`config.mk`:
```
export PLATFORM = sky130hd
export DESIGN_NAME = id_hazard_ctrl
export DESIGN_NICKNAME = d
export VERILOG_FILES = /design/src/rtl/id_hazard_ctrl.sv
export SDC_FILE = /design/constraint.sdc
export NUM_CORES = 1
export LEC_CHECK = 0
export CAP_MARGIN = 5
export CORE_MARGIN = 2
export CORE_UTILIZATION = 53
export DETAILED_ROUTE_END_ITERATION = 6
export PLACE_DENSITY = 0.8
export SETUP_SLACK_MARGIN = 0.5
export SLEW_MARGIN = 20
export SYNTH_ARGS = -nofsm -noshare
export SYNTH_HDL_FRONTEND = slang
export SYNTH_SLANG_ARGS = --single-unit
```
`constraint.sdc`:
```
create_clock -name clk -period 4.9 [get_ports clk]
set_clock_uncertainty 0.1 [all_clocks]
set_input_delay 0.49 -clock clk [delete_from_list [all_inputs] [get_ports clk]]
set_output_delay 0.49 -clock clk [all_outputs]
set_load 0.005 [all_outputs]
```
`src/rtl/id_hazard_ctrl.sv`:
```
// Decode-stage hazard controller: load-use/WAW scoreboard, multi-cycle EX busy FSM with
// timeout abort, and the 6-bit pipeline stall vector.
module id_hazard_ctrl #(
   parameter int MC_TIMEOUT = 64,
   parameter int CNT_W      = 7
) (
   input  logic       clk,
   input  logic       rst,
   input  logic       flush,
   input  logic       id_valid,
   input  logic       reg1_read_i,
   input  logic [4:0] reg1_addr_i,
   input  logic       reg2_read_i,
   input  logic [4:0] reg2_addr_i,
   input  logic       wreg_i,
   input  logic [4:0] wd_i,
   input  logic       is_load_i,
   input  logic       is_mc_i,
   input  logic       ld_done_i,
   input  logic [4:0] ld_addr_i,
   input  logic       mc_done_i,
   output logic [5:0] stall_o,
   output logic       issue_o,
   output logic       mc_abort_o,
   output logic [5:0] pend_cnt_o
);

   typedef enum logic [1:0] {ST_IDLE, ST_BUSY, ST_ABORT} state_t;

   localparam logic [CNT_W-1:0] CNT_LAST = CNT_W'(MC_TIMEOUT - 1);

   state_t           state;
   logic [CNT_W-1:0] cnt;
   logic [31:0]      pending;
   logic [31:0]      clr_mask;
   logic [31:0]      set_mask;
   logic [31:0]      eff;
   logic             raw_haz;

   always_comb begin
      // NOTE: every variable gets a default first, so no path can infer a latch.
      clr_mask = '0;
      set_mask = '0;
      if (ld_done_i)
         clr_mask[ld_addr_i] = 1'b1;
      if (issue_o && is_load_i && wreg_i && (wd_i != 5'd0))
         set_mask[wd_i] = 1'b1;
   end

   // A load completing this cycle no longer blocks its consumer.
   assign eff = pending & ~clr_mask;

   assign raw_haz = id_valid & ((reg1_read_i & eff[reg1_addr_i]) |
                                (reg2_read_i & eff[reg2_addr_i]) |
                                (wreg_i      & eff[wd_i]));

   always_comb begin
      stall_o = 6'b000000;
      if (flush)
         stall_o = 6'b000000;
      else if (state != ST_IDLE)
         stall_o = 6'b001111;
      else if (raw_haz)
         stall_o = 6'b000111;
   end

   assign issue_o = id_valid & ~stall_o[2] & ~flush;

   // NOTE: state is updated with non-blocking assignments so every flop samples pre-edge values.
   always_ff @(posedge clk or negedge rst) begin
      if (!rst) begin
         pending    <= '0;
         state      <= ST_IDLE;
         cnt        <= '0;
         mc_abort_o <= 1'b0;
         pend_cnt_o <= 6'd0;
      end else if (flush) begin
         pending    <= '0;
         state      <= ST_IDLE;
         cnt        <= '0;
         mc_abort_o <= 1'b0;
         pend_cnt_o <= 6'd0;
      end else begin
         // Set is OR-ed after clear, so a same-cycle set of the same register wins.
         pending    <= (pending & ~clr_mask) | set_mask;
         pend_cnt_o <= 6'($countones(pending));
         mc_abort_o <= 1'b0;
         case (state)
            ST_IDLE: begin
               if (issue_o && is_mc_i) begin
                  state <= ST_BUSY;
                  cnt   <= '0;
               end
            end
            ST_BUSY: begin
               if (mc_done_i) begin
                  state <= ST_IDLE;
                  cnt   <= '0;
               end else if (cnt == CNT_LAST) begin
                  state      <= ST_ABORT;
                  mc_abort_o <= 1'b1;
               end else begin
                  cnt <= cnt + 1'b1;
               end
            end
            ST_ABORT: begin
               state <= ST_IDLE;
               cnt   <= '0;
            end
            default: begin
               state <= ST_IDLE;
               cnt   <= '0;
            end
         endcase
      end
   end

endmodule
```
==> reports/summary.json, run 1 <==
{
  "status": {"value": "completed"},
  "vias_in_the_first_global_route": {"value": 4551},
  "ys_seq_elements": {"value": 48},
  "vertical_extent_of_the_die": {"value": 97.8, "unit": "µm"},
  "drive_above_1_share": {"value": 0.165},
  "postCtsHoldBufs": {"value": 0},
  "grt_antenna_before_repair": {"value": 0},
  "insertedDiodeCount": {"value": 0},
  "largest_area_contributor_in_the_netlist": {"value": "dfrtp_1"},
  "max_clock_freq": {"value": 0.205, "unit": "GHz"},
  "grt_max_degree": {"value": 49},
  "synthCells": {"value": 536},
  "wl": {"value": 15200, "unit": "µm"},
  "clk-insertion-delay-late": {"value": 0.31, "unit": "ns"},
  "cts-buffers-inserted": {"value": 5},
  "slew_violations": {"value": 0},
  "design.portCount": {"value": 45},
  "worst_slew_pin_tran": {"value": 0.857, "unit": "ns"},
  "setup_viol_count_final": {"value": 0},
  "floorplan.initialDensity": {"value": 0.540},
  "clockRootBuffer": {"value": "clkbuf_8"},
  "syn_area": {"value": 4660, "unit": "µm²"},
  "cts_tree": {"value": "built"},
  "gr-total-overflow": {"value": 0},
  "cts.sinks": {"value": 48},
  "die_area": {"value": 9560, "unit": "µm²"},
  "layout.cells.most_common": {"value": "dfrtp_1"},
  "track_usage": {"value": 0.321},
  "layout_worst_path_cycle_share": {"value": 0.994},
  "clk_pin_slew_worst_paths": {"value": 0.10, "unit": "ns"},
  "worstSetupEndpointType": {"value": "flip-flop"},
  "gp_congestion": {"value": 1.01},
  "num-nets-final": {"value": 649},
  "dp.final_hpwl": {"value": 11300, "unit": "µm"},
  "mean_area_per_synthesized_cell": {"value": 8.70, "unit": "µm²"},
  "route.vias.total": {"value": 4652},
  "max-clock-path-buffers": {"value": 2},
  "non_filler_instance_count_after_layout": {"value": 695},
  "drc_violation_count_after_routing": {"value": 0},
  "cellLeakagePower": {"value": 2.41, "unit": "nW"},
  "max_cap_viol_count": {"value": 0},
  "placement.io_buffers": {"value": 42},
  "grt_setup_unrepaired": {"value": "true"},
  "hold_path.class": {"value": "in -> async"},
  "layout-area-overhead-vs-synth": {"value": 18.3, "unit": "%"},
  "period_needed": {"value": 4.87, "unit": "ns"},
  "ys.warnings.count": {"value": 0},
  "floorplan.rows": {"value": 34},
  "maxSlewHeadroom": {"value": 0.420},
  "drt-initial-drc-count": {"value": 489},
  "die_w": {"value": 97.8, "unit": "µm"},
  "startpoint_type": {"value": "flip-flop"},
  "synth_async_sr_flop_share": {"value": 1.00},
  "critPathRequiredTime": {"value": 4.99, "unit": "ns"},
  "number_of_nets_with_antenna_violations_after_detailed_routing": {"value": 0},
  "sequential_fraction_of_the_synthesis_area": {"value": 0.258},
  "core_region_area": {"value": 8640, "unit": "µm²"},
  "placed_insts": {"value": 669},
  "ys_types": {"value": 71},
  "wire_length_of_the_first_global_routing_pass": {"value": 24300, "unit": "µm"},
  "post_drt_via_cell_ratio": {"value": 6.69},
  "finalHoldViolCount": {"value": 0},
  "ys_top_cells_by_area": {"value": "dfrtp_1 26%, fa_1 10%, mux2i_1 6.0%"},
  "final_core_util": {"value": 0.638},
  "synth_edf_count": {"value": 0},
  "netlist.area_leader.share": {"value": 0.258},
  "peakVddDrop": {"value": 0.111, "unit": "mV"},
  "critical_path_peak_fanout": {"value": 2},
  "crit_arrival": {"value": 4.96, "unit": "ns"},
  "worstSetupPathType": {"value": "reg -> reg"},
  "avgRoutedWirePerCell": {"value": 21.8, "unit": "µm"},
  "cts_max_level": {"value": 2},
  "drt-pass1-iter-count": {"value": 5},
  "cellPowerDensity": {"value": 157, "unit": "nW/µm²"},
  "synth_ff_type": {"value": "dfrtp_1"},
  "leading_cell_types_in_the_layout_fill_and_taps_excluded": {"value": "46 x dfrtp_1, 45 x inv_1, 43 x nand2_1, 36 x nor2_1, 36 x buf_4"}
}
-- cell usage after synthesis, types with 5 or more instances --
| library cell | number |
|---|---|
| a21o_1 | 6 |
| a21oi_1 | 13 |
| a311oi_1 | 6 |
| a31oi_1 | 7 |
| and3_1 | 5 |
| buf_2 | 8 |
| clkbuf_1 | 20 |
| dfrtp_1 | 48 |
| fa_1 | 24 |
| ha_1 | 8 |
| inv_1 | 54 |
| mux2_2 | 13 |
| mux2i_1 | 28 |
| nand2_1 | 43 |
| nand2b_1 | 5 |
| nand3_1 | 21 |
| nand4_1 | 6 |
| nor2_1 | 36 |
| nor2b_1 | 13 |
| nor3_1 | 14 |
| o211ai_1 | 10 |
| o21ai_0 | 9 |
| o21ai_1 | 23 |
| o22ai_1 | 8 |
| o32ai_1 | 10 |
| xor2_1 | 6 |
-- layout make-up --
| cell class | instances | area, µm² |
|---|---|---|
| Fill cell | 719 | 3120 |
| Multi-Input combinational cell | 399 | 3170 |
| Clock buffer | 6 | 82.6 |
| Timing Repair Buffer | 78 | 711 |
| Inverter | 54 | 203 |
| Clock inverter | 2 | 10.0 |
| Tap cell | 108 | 135 |
| Sequential cell | 48 | 1200 |
-- flip-flops by register name, indices dropped and copies added (netlist names) --
signal and cells:
state 2, pending 32, cnt 7, mc_abort_o 1
pend_cnt_o 6
-- where the power goes --
| part | internal (mW) | switching [mW] | total, mW |
|---|---|---|---|
| sequential | 0.400 | 0.00360 | 0.404 |
| clock | 0.113 | 0.145 | 0.258 |
| combinational | 0.0797 | 0.126 | 0.206 |
| total | 0.593 | 0.274 | 0.868 |
-- through the flow --
stage          TNS, ns  hold slack (ns)  power [mW]  setup WS [ns]  cell area [µm²]
6_report             0           0.0921       0.868         0.0318             5510
5_1_grt        -0.0930            0.146       0.898        -0.0930             5510
4_1_cts              0            0.320       0.862         0.0799             5430
3_5_place_dp         0            0.407       0.609         0.0679             5220
3_3_place_gp         0            0.407       0.605          0.101             5220
2_1_floorplan        0           0.0944       0.526          0.302             4680
-- timing repair --
item | CTS | global route
resized for setup | 11 | 19
endpoints found under the setup margin | 9 | 9
hold endpoints to repair | 0 | 0
pin swaps | 8 | 14
buffers inserted | 13 | 5
-- routing by layer --
layer | GRT usage | vias to the layer above | part of all wire
met1 | 0.431 | 2274 | 0.39
met5 | 0 | - | 0
li1 | - | 2044 | -
met4 | 0.143 | 0 | 0.044
met3 | 0.0601 | 50 | 0.095
met2 | 0.511 | 284 | 0.47
-- final timing paths --
| kind | startpoint | endpoint | slack [ns] | cells past startpoint |
|---|---|---|---|---|
| setup / recovery | pending[21] | pend_cnt_o[4] | 0.03 | 14 |
| hold / removal | rst | pending[7] | 0.09 | 1 |
| setup reg to reg | pending[21] | pend_cnt_o[4] | 0.03 | 14 |
| hold reg to reg | cnt[5] | cnt[5] | 0.43 | 2 |
| max in group asynchronous | rst | pending[13] | 4.14 | 1 |
| min in group clk | cnt[5] | cnt[5] | 0.43 | 2 |
-- cell families (layout without fill, tap and decap cells) --
group	count (synthesis)	after routing	share of synthesized area
muxes	47	47	0.116
adders and majority gates	32	32	0.125
DFF	48	48	0.258
xor gates and xnor gates	10	10	0.0188
buffers and inverters	90	140	0.0779
and+or+nand+nor	179	179	0.213
AOI/OAI and AO/OA	129	129	0.192
other	1	2	0.000805
-- worst max-delay path: stages (launching register included) --
cell and delay, ns:
dfrtp_1 0.42, fa_1 0.56, inv_2 0.04, fa_2 0.54
fa_2 0.45, fa_2 0.58, fa_2 0.45, fa_1 0.51
inv_2 0.05, ha_4 0.16, fa_2 0.36, a21o_1 0.18
a21oi_2 0.13, xor2_1 0.16, nor2_1 0.06
Note: power is estimated with default switching activity, not from simulation.
==> run 2: changes to the inputs <==
Settings changed: CTS_BUF_LIST set to sky130_fd_sc_hd__clkbuf_16.
==> run 2 against run 1 <==
Effect of this change: sequential power about the same; sequential share of layout area shrank 0.19 points; routed wire length increased by 0.17%; register-to-register slack about the same; largest power group unchanged; global-route usage increased by 0.28 points; cell count rose by 0.14%; critical path type unchanged; largest cell class unchanged.
==> reports/summary.json, run 2 (same netlist as run 1, synthesis figures left out) <==
{
  "cellLeakagePower": {"value": 2.43, "unit": "nW", "change": "+1.2%"},
  "route.vias.total": {"value": 4647, "change": "-0.11%"},
  "worstSetupEndpointType": {"value": "flip-flop"},
  "dpl_worst_slack": {"value": 0.0679, "unit": "ns", "change": "unchanged"},
  "r2r_setup_slack": {"value": 0.04, "unit": "ns", "change": "about the same"},
  "finalHoldViolCount": {"value": 0, "change": "unchanged"},
  "filler_cell_count": {"value": 710, "change": "-1.3%"},
  "dp.final_hpwl": {"value": 11300, "unit": "µm", "change": "unchanged"},
  "largestRegisters": {"value": "pending: 32 flops, cnt: 7 flops, pend_cnt_o: 6 flops"},
  "layout_worst_path_cycle_share": {"value": 0.992, "change": "-0.00142"},
  "die_w": {"value": 97.8, "unit": "µm", "change": "unchanged"},
  "timing.critical_path.slowest_cell_delay": {"value": 0.59, "unit": "ns", "change": "about the same"},
  "critical-path-slowest-cell": {"value": "fa_2"},
  "gr-total-overflow": {"value": 0, "change": "unchanged"},
  "design.portCount": {"value": 45, "change": "unchanged"},
  "period_needed": {"value": 4.86, "unit": "ns", "change": "-0.00697 ns"},
  "critical_path.reg2reg.endpoint": {"value": "pend_cnt_o[4]"},
  "drt-initial-drc-count": {"value": 574, "change": "+17%"},
  "worst_slew_pin_tran": {"value": 0.837, "unit": "ns", "change": "-0.0201 ns"},
  "peakVddDrop": {"value": 0.132, "unit": "mV", "change": "+19%"},
  "crit_arrival": {"value": 4.94, "unit": "ns", "change": "-0.02 ns"},
  "gp_congestion": {"value": 1.01, "change": "unchanged"},
  "vertical_extent_of_the_die": {"value": 97.8, "unit": "µm", "change": "unchanged"},
  "grt_antenna_before_repair": {"value": 0, "change": "unchanged"},
  "worst-path-buf-inv": {"value": 2, "change": "unchanged"},
  "track_usage": {"value": 0.324, "change": "+0.00285"},
  "slew_violations": {"value": 0, "change": "unchanged"},
  "max_cap_viol_count": {"value": 0, "change": "unchanged"},
  "floorplan.rows": {"value": 34, "change": "unchanged"},
  "critical_path_peak_fanout": {"value": 2, "change": "unchanged"},
  "max_clock_freq": {"value": 0.206, "unit": "GHz", "change": "+0.14%"},
  "maxSlewHeadroom": {"value": 0.434, "change": "+0.0136"},
  "setup_viol_count_final": {"value": 0, "change": "unchanged"},
  "num-nets-final": {"value": 650, "change": "+0.15%"},
  "drive_above_1_share": {"value": 0.163, "change": "-0.00198"},
  "worstSetupPathType": {"value": "reg -> reg"},
  "startpoint_type": {"value": "flip-flop"},
  "grt_max_degree": {"value": 49, "change": "unchanged"},
  "postCtsHoldBufs": {"value": 0, "change": "unchanged"},
  "max-clock-path-buffers": {"value": 2, "change": "unchanged"},
  "core_region_area": {"value": 8640, "unit": "µm²", "change": "unchanged"},
  "cellPowerDensity": {"value": 172, "unit": "nW/µm²", "change": "+9.0%"},
  "die_area": {"value": 9560, "unit": "µm²", "change": "unchanged"},
  "registers.top_by_ff_count": {"value": "pending"},
  "avgRoutedWirePerCell": {"value": 21.8, "unit": "µm", "change": "about the same"},
  "cts-buffers-inserted": {"value": 5, "change": "unchanged"},
  "cts_tree": {"value": "built"},
  "worst-r2r-cell-count": {"value": 14, "change": "unchanged"},
  "critPathRequiredTime": {"value": 4.98, "unit": "ns", "change": "about the same"},
  "number_of_nets_with_antenna_violations_after_detailed_routing": {"value": 0, "change": "unchanged"},
  "fin_ws": {"value": 0.0387, "unit": "ns", "change": "+0.00697 ns"},
  "wl": {"value": 15200, "unit": "µm", "change": "+0.17%"},
  "layout-area-overhead-vs-synth": {"value": 19.3, "unit": "%"},
  "insertedDiodeCount": {"value": 0, "change": "unchanged"},
  "placement.io_buffers": {"value": 42, "change": "unchanged"},
  "wire_length_of_the_first_global_routing_pass": {"value": 24400, "unit": "µm", "change": "+0.40%"},
  "vias_in_the_first_global_route": {"value": 4512, "change": "-0.86%"},
  "drt-pass1-iter-count": {"value": 6, "change": "+1"},
  "leading_cell_types_in_the_layout_fill_and_taps_excluded": {"value": "46 x inv_1, 46 x dfrtp_1, 43 x nand2_1, 37 x buf_4, 36 x nor2_1"},
  "clk_pin_slew_worst_paths": {"value": 0.07, "unit": "ns", "change": "-0.03 ns"},
  "post_drt_via_cell_ratio": {"value": 6.68, "change": "-0.25%"},
  "critical_path.reg2reg.startpoint": {"value": "pending[21]"},
  "cp_cell_sequence": {"value": "fa_1 > inv_2 > fa_2 > fa_2 > fa_2 > fa_2 > fa_1 > inv_1 > ha_2 > fa_2 > a21o_1 > a21oi_2 > xor2_1 > nor2_1"},
  "fin_total_pwr": {"value": 0.954, "unit": "mW", "change": "+10%"},
  "largest_reg_flops": {"value": 32, "change": "unchanged"},
  "cts_max_level": {"value": 2, "change": "unchanged"},
  "cts.sinks": {"value": 48, "change": "unchanged"},
  "drc_violation_count_after_routing": {"value": 0, "change": "unchanged"},
  "status": {"value": "completed"},
  "floorplan.initialDensity": {"value": 0.540, "change": "unchanged"},
  "clk-insertion-delay-late": {"value": 0.30, "unit": "ns", "change": "about the same"},
  "crit_top_cell": {"value": "fa_2"},
  "critical-path-top-delay-family": {"value": "adder cells"},
  "hold_path.class": {"value": "in -> async"},
  "grt_setup_unrepaired": {"value": "true"},
  "clockRootBuffer": {"value": "clkbuf_16"}
}
==> run 2: cell count changes in the layout (fill, tap and decap cells not counted) <==
cell	change
ha_2	+1
ha_4	-1
buf_4	+1
inv_2	-1
clkinv_1	+1
clkbuf_16	+5
inv_1	+1
clkbuf_8	-6
nor2b_2	-1
nor2b_4	+1
==> run 2: area by class of cell <==
class | instances | area (µm²) | area share
clock buffer | 5 | 125 | 0.0225
clock inverter | 3 | 13.8 | 0.00247
inverter | 54 | 203 | 0.0364
multi-input combinational | 399 | 3160 | 0.569
sequential | 48 | 1200 | 0.216
tap | 108 | 135 | 0.0243
timing repair buffer | 79 | 718 | 0.129
==> run 2: power breakdown <==
part	internal [mW]	switching, mW
clock network	0.186	0.159
logic	0.0796	0.125
registers	0.401	0.00372
total	0.666	0.288
==> run 2: timing repair <==
action / CTS / global route
pin swaps: 12 / 13
cloned: 0 / 0
setup buffers: 11 / 8
resized for setup: 11 / 18
endpoints found under the setup margin: 9 / 9
==> run 2: worst max path at each step <==
stage / depth (start not counted) / start / endpoint
6_report: 14 / pending[21] / pend_cnt_o[4]
5_1_grt: 14 / pending[21] / pend_cnt_o[4]
4_1_cts: 14 / pending[11] / pend_cnt_o[4]
3_5_place_dp: 14 / pending[25] / pend_cnt_o[4]
3_3_place_gp: 14 / pending[27] / pend_cnt_o[4]
2_1_floorplan: 14 / pending[21] / pend_cnt_o[4]
==> run 2: metal layers <==
layer / up-vias / track usage / routed length (µm)
li1: 2047 / - / -
met1: 2259 / 0.440 / 5970
met2: 286 / 0.517 / 7250
met3: 55 / 0.0565 / 1370
met4: 0 / 0.135 / 587
met5: - / 0 / 0
==> run 2: stage by stage <==
stage                     cells  setup TNS [ns]  cell area [µm²]  utilization  hold slack [ns]
after floorplan             537               0             4680            -           0.0944
after global placement      669               0             5220        0.604            0.407
after detailed placement    669               0             5220        0.604            0.407
after CTS                   688               0             5460        0.632            0.348
after global routing        696         -0.0914             5560        0.644            0.169
final                       696               0             5560        0.644            0.112
